[src/rtl/cpu_pkg.sv]
// Shared pipeline-control definitions: opcode constants, the MEM-wait state
// enum and an rs2-usage decode helper. Also imported by the decode control unit.
package cpu_pkg;

    localparam logic [6:0] OP_RTYPE  = 7'b0110011;
    localparam logic [6:0] OP_ITYPE  = 7'b0010011;
    localparam logic [6:0] OP_LOAD   = 7'b0000011;
    localparam logic [6:0] OP_STORE  = 7'b0100011;
    localparam logic [6:0] OP_BRANCH = 7'b1100011;

    typedef enum logic {
        RUN      = 1'b0,
        MEM_WAIT = 1'b1
    } state_t;

    // True when the opcode actually reads rs2; everything else (including
    // unknown opcodes) is treated as reading rs1 only.
    function automatic logic uses_rs2(input logic [6:0] opcode);
        logic used;
        case (opcode)
            OP_RTYPE, OP_STORE, OP_BRANCH: used = 1'b1;
            OP_ITYPE, OP_LOAD:             used = 1'b0;
            default:                       used = 1'b0;
        endcase
        return used;
    endfunction

endpackage

[src/rtl/mem_wait_fsm.sv]
// Data-memory req/ack wait tracker. Raises freeze while a MEM-stage access
// is outstanding and sets a sticky error if the ack takes too long.
module mem_wait_fsm
    import cpu_pkg::*;
#(
    parameter int TIMEOUT_W   = 4,
    parameter int MEM_TIMEOUT = 12
) (
    input  logic clk,
    input  logic rst_n,
    input  logic mem_req,
    input  logic mem_ack,
    output logic freeze,
    output logic mem_err
);

    localparam logic [TIMEOUT_W-1:0] CNT_MAX     = '1;
    localparam logic [TIMEOUT_W-1:0] TIMEOUT_VAL = TIMEOUT_W'(MEM_TIMEOUT);

    state_t               state;
    logic [TIMEOUT_W-1:0] wait_cnt;

    // State, wait counter and sticky error; waiting never ends on timeout.
    always_ff @(posedge clk or negedge rst_n) begin
        if (!rst_n) begin
            state    <= RUN;
            wait_cnt <= '0;
            mem_err  <= 1'b0;
        end else begin
            case (state)
                RUN: begin
                    if (mem_req && !mem_ack) begin
                        state    <= MEM_WAIT;
                        wait_cnt <= '0;
                    end
                end
                MEM_WAIT: begin
                    if (mem_ack) begin
                        state <= RUN;
                    end else if (wait_cnt == TIMEOUT_VAL) begin
                        mem_err <= 1'b1;
                    end
                    if (wait_cnt != CNT_MAX) begin
                        wait_cnt <= wait_cnt + 1'b1;
                    end
                end
                default: state <= RUN;
            endcase
        end
    end

    // Freeze starts in the request cycle itself and covers the ack cycle.
    always_comb begin
        freeze = (state == MEM_WAIT) || (mem_req && !mem_ack);
    end

endmodule

[src/rtl/hazard_stall_ctrl.sv]
// Pipeline hazard/stall controller sitting beside ID: load-use bubble,
// taken-branch IF/ID flush and MEM req/ack freeze, with fixed priority
// freeze > load-use > branch flush.
// Optional build macro HAZARD_PERF_CNT_EN adds stall/flush performance counters.
module hazard_stall_ctrl
    import cpu_pkg::*;
#(
    parameter int TIMEOUT_W   = 4,
    parameter int MEM_TIMEOUT = 12
) (
    input  logic        clk_i,
    input  logic        rst_i,
    input  logic [6:0]  ID_opcode_i,
    input  logic [4:0]  ID_rs1_i,
    input  logic [4:0]  ID_rs2_i,
    input  logic        EX_MemRead_i,
    input  logic [4:0]  EX_rd_i,
    input  logic        branch_taken_i,
    input  logic        mem_req_i,
    input  logic        mem_ack_i,
    output logic        NoOp_o,
    output logic        PCWrite_o,
    output logic        IF_ID_Write_o,
    output logic        IF_ID_Flush_o,
    output logic        freeze_o,
    output logic        mem_err_o
`ifdef HAZARD_PERF_CNT_EN
    ,
    output logic [31:0] stall_cycles_o,
    output logic [31:0] flush_cnt_o
`endif
);

    logic mem_freeze;
    logic load_use;

    mem_wait_fsm #(
        .TIMEOUT_W  (TIMEOUT_W),
        .MEM_TIMEOUT(MEM_TIMEOUT)
    ) u_mem_wait (
        .clk    (clk_i),
        .rst_n  (rst_i),
        .mem_req(mem_req_i),
        .mem_ack(mem_ack_i),
        .freeze (mem_freeze),
        .mem_err(mem_err_o)
    );

    // Load in EX whose destination feeds a source the ID instruction reads; x0 is exempt.
    always_comb begin
        load_use = EX_MemRead_i && (EX_rd_i != 5'd0) &&
                   ((EX_rd_i == ID_rs1_i) ||
                    (uses_rs2(ID_opcode_i) && (EX_rd_i == ID_rs2_i)));
    end

    // Priority mux; reset forces a bubble plus flush so nothing stale enters the pipe.
    always_comb begin
        NoOp_o        = 1'b0;
        PCWrite_o     = 1'b1;
        IF_ID_Write_o = 1'b1;
        IF_ID_Flush_o = 1'b0;
        freeze_o      = 1'b0;
        if (!rst_i) begin
            NoOp_o        = 1'b1;
            PCWrite_o     = 1'b0;
            IF_ID_Write_o = 1'b0;
            IF_ID_Flush_o = 1'b1;
        end else if (mem_freeze) begin
            freeze_o      = 1'b1;
            PCWrite_o     = 1'b0;
            IF_ID_Write_o = 1'b0;
        end else if (load_use) begin
            NoOp_o        = 1'b1;
            PCWrite_o     = 1'b0;
            IF_ID_Write_o = 1'b0;
        end else if (branch_taken_i) begin
            IF_ID_Flush_o = 1'b1;
        end
    end

`ifdef HAZARD_PERF_CNT_EN
    // Free-running wrap-around counters of stall cycles and flush cycles.
    always_ff @(posedge clk_i or negedge rst_i) begin
        if (!rst_i) begin
            stall_cycles_o <= 32'd0;
            flush_cnt_o    <= 32'd0;
        end else begin
            if (mem_freeze || load_use) begin
                stall_cycles_o <= stall_cycles_o + 32'd1;
            end
            if (IF_ID_Flush_o) begin
                flush_cnt_o <= flush_cnt_o + 32'd1;
            end
        end
    end
`endif

endmodule

[config.mk]
export PLATFORM = sky130hd
export DESIGN_NAME = hazard_stall_ctrl
export DESIGN_NICKNAME = d
export VERILOG_FILES = /design/src/rtl/cpu_pkg.sv /design/src/rtl/mem_wait_fsm.sv /design/src/rtl/hazard_stall_ctrl.sv
export SDC_FILE = /design/constraint.sdc
export NUM_CORES = 1
export LEC_CHECK = 0
export ABC_AREA = 1
export CORE_AREA = 2 2 39 41
export CTS_BUF_LIST = sky130_fd_sc_hd__clkbuf_4 sky130_fd_sc_hd__clkbuf_8
export DETAILED_ROUTE_END_ITERATION = 10
export DIE_AREA = 0 0 41 43
export DONT_BUFFER_PORTS = 1
export PLACE_DENSITY = 0.58
export SLEW_MARGIN = 5
export SYNTH_ARGS = -nofsm -noshare
export SYNTH_HDL_FRONTEND = slang
export SYNTH_SLANG_ARGS = --single-unit
[constraint.sdc]
create_clock -name clk_i -period 1.5 [get_ports clk_i]
set_input_delay 0 -clock clk_i [delete_from_list [all_inputs] [get_ports clk_i]]
set_output_delay 0 -clock clk_i [all_outputs]
set_load 0.01 [all_outputs]
==> summary.md <==
| Metric | Value |
|---|---|
| Worst Path Arrival | 1440 ps |
| Minimum clock period | 1310 ps |
| Worst-path clk slew | 40 ps |
| Leak | 0.000390 uW |
| Flop2flop setup slack | 190 ps |
| Status | finished, final reports clean |
| Maximum capacitance violations | 0 |
| Hold endpoint | NoOp_o |
| First-pass GRT wire length | 2.06 mm |
| Syn Inst Count | 102 |
| Via/cell ratio | 4.80 |
| Die area | 0.00176 sq mm |
| Synth warn | 0 |
| Min-delay src | rst_i |
| Clock skew after layout | 3.27 ps |
| Cell Area, Synth | 601 sq um |
| Register area share after synthesis | 25.0% |
| Syn Nets | 132 |
| Initial antenna violation count | 0 |
| Ports | 34 |
| # hold bufs at CTS | 4 |
| Final Net Count | 140 |
| Overflow after GRT | 0 |
| Clk root buf | clkbuf_4 |
| Tcrit/Tclk final | 87.6% |
| Reg2reg end | u_mem_wait.wait_cnt[3]$_DFFE_PN0P_ |
| Layout fillers | 154 |
| Power Density | 987 mW/mm^2 |
| CP required | 1630 ps |
| Maximum vdd drop | 0.000643 V |
| Worst slew pin tran | 376 ps |
| TritonCTS clock tree | built |
| Crit Reg-Reg Startpoint | u_mem_wait.wait_cnt[0]$_DFFE_PN0P_ |
| Die Ht | 43 microns |
| Setup violations, final | 0 |
| RSZ-0062 raised after global routing | false |
| CORE AREA | 0.00138 sq mm |
| Vias | 595 |
| Vias in the first global route | 571 |
| CTS H-tree lvls | 1 |
| Total GRT Usage | 16.7% |
| Worst R2R Path Depth | 7 |
| Width of the chip | 41 microns |
| Initial Utilization | 43.4% |
| Cell row count | 14 |
| Max-slew headroom | 74.9% |
| Layout cells sized above 1 | 12.0% |
| Hold depth | 1 |
| Wire length per cell | 9.84 microns |
| Register bit total from synthesis | 6 |
| Final WL | 1.22 mm |
| Dpl hpwl | 1.02 mm |
| Setup TNS | 0 ps |
| Worst skew pair latency | 240 ps |
| Area occupied by multi-input gates | 353 sq um |
| First-iteration detailed-routing DRC count | 3 |
| Setup bufs post-CTS | 0 |
| Detailed Routing Iterations Pass 1 | 4 |
| Max Fclk | 761 MHz |
| GPL Wtd Cong | 0.638 |
| Num CTS Buffers | 3 |
| Min-delay worst type | in -> out |
| Area Growth Syn to Fin | 12.5% |
| Placed Cells | 117 |
| Antenna cells | 0 |
| CTS Buffer Depth | 2 |
| PostCTS Resize Cnt | 0 |
| Yosys cell types | 20 |
| Final Max Tran Viols | 0 |
| Startpoint types | register |
| CP endpoint kind | register |
| Routed Antenna Nets | 0 |
| Syn avg cell area | 5.89 sq um |
| Final Hold Fails | 0 |
| Crit Path Max Fanout | 5 |
| # DRC | 0 |
| Total clock sinks | 6 |
| Non-Filler Instances | 124 |
| Largest net degree at the start of global routing | 7 |
| Crit Path Class | reg -> reg |
| PortBufs | 0 |
| Register area | 150 sq um |
## power breakdown
part / switching [uW] / internal (uW)
logic: 121 / 102
clock network: 58.8 / 90.6
registers: 71.8 / 223
## metrics by stage
step / utilization, % / setup WS [ps] / hold slack (ps) / area (sq um) / total power, uW
detailed placement: 44.3 / 209 / -295 / 613 / 508
global route: 48.8 / 39.7 / 79.6 / 676 / 731
CTS: 48.8 / 171 / 74.8 / 676 / 677
global placement: 44.3 / 239 / -295 / 613 / 502
finish: 48.8 / 186 / 73.8 / 676 / 667
floorplan: - / 285 / -296 / 601 / 461
## synth_stat cells
cell type   n  area share (%)
nand2_2     2             2.1
nand2_1    35              22
inv_2       6             3.7
a21oi_1     3             2.5
nand3_2     1             1.7
ha_1        2             4.2
o21ai_1     2             1.7
nand3_1     5             4.2
nand4_1     3             3.1
buf_4       1             1.3
o21bai_1    1             1.3
clkinv_1    1            0.62
o21ai_0     3             2.5
nor2_1      9             5.6
dfrtp_1     6              25
xnor2_1     2             2.9
nor3_1      1            0.83
inv_1      17              11
xor2_1      1             1.5
nand3_4     1             2.9
## layout by cell type, fill, tap and decap left out
master         instances
nand2_1               35
inv_1                 17
nor2_1                 9
inv_2                  6
dfrtp_1                6
nand3_1                5
dlygate4sd3_1          4
o21ai_0                3
nand4_1                3
a21oi_1                3
clkbuf_4               3
xnor2_1                2
nand2_2                2
o21ai_1                2
ha_1                   2
clkinv_1               1
nor3_1                 1
xor2_1                 1
nand3_2                1
nand3_4                1
o21bai_1               1
## how the worst max path moves through the flow
stage,start,depth (start not counted),end
6_report,u_mem_wait.wait_cnt[0]$_DFFE_PN0P_,7,u_mem_wait.wait_cnt[3]$_DFFE_PN0P_
5_1_grt,u_mem_wait.state$_DFF_PN0_,5,IF_ID_Write_o
4_1_cts,u_mem_wait.state$_DFF_PN0_,5,PCWrite_o
3_5_place_dp,u_mem_wait.wait_cnt[0]$_DFFE_PN0P_,7,u_mem_wait.wait_cnt[3]$_DFFE_PN0P_
3_3_place_gp,u_mem_wait.wait_cnt[0]$_DFFE_PN0P_,7,u_mem_wait.wait_cnt[3]$_DFFE_PN0P_
2_1_floorplan,u_mem_wait.wait_cnt[0]$_DFFE_PN0P_,7,u_mem_wait.wait_cnt[3]$_DFFE_PN0P_
## worst max-delay path: stages (launching register included)
cell	delay (ps)
dfrtp_1	410
ha_1	250
nand3_2	110
nand2_2	60
nand2_2	70
nand4_1	100
o21ai_1	130
a21oi_1	50
## registers in the layout, indices dropped and copies added (netlist names)
| signal | cells |
|---|---|
| u_mem_wait.mem_err | 1 |
| u_mem_wait.state | 1 |
| u_mem_wait.wait_cnt | 4 |
## cell type report
cell class / instances / area share, %
clock buffer: 3 / 3.33
inverter: 24 / 13.3
multi-input combinational: 71 / 52.2
sequential: 6 / 22.2
tap: 16 / 2.96
timing repair buffer: 4 / 5.93
## cell families after synthesis
kind of cell | count (synthesis) | share of synthesized area (%)
AOI/OAI and AO/OA | 9 | 7.92
xor gates and xnor gates | 3 | 4.38
and+or+nand+nor | 57 | 42.3
adders and majority gates | 2 | 4.17
buffers and inverters | 25 | 16.2
DFF | 6 | 25.0
## routing by layer
metal / vias to the layer above / routed length, microns / GRT usage (%)
li1: 321 / - / -
met1: 253 / 488 / 17.8
met2: 21 / 616 / 30.6
met3: 0 / 115 / 2.09
met4: 0 / 0 / 6.00
met5: - / 0 / 0
Note: power is estimated with default switching activity, not from simulation.
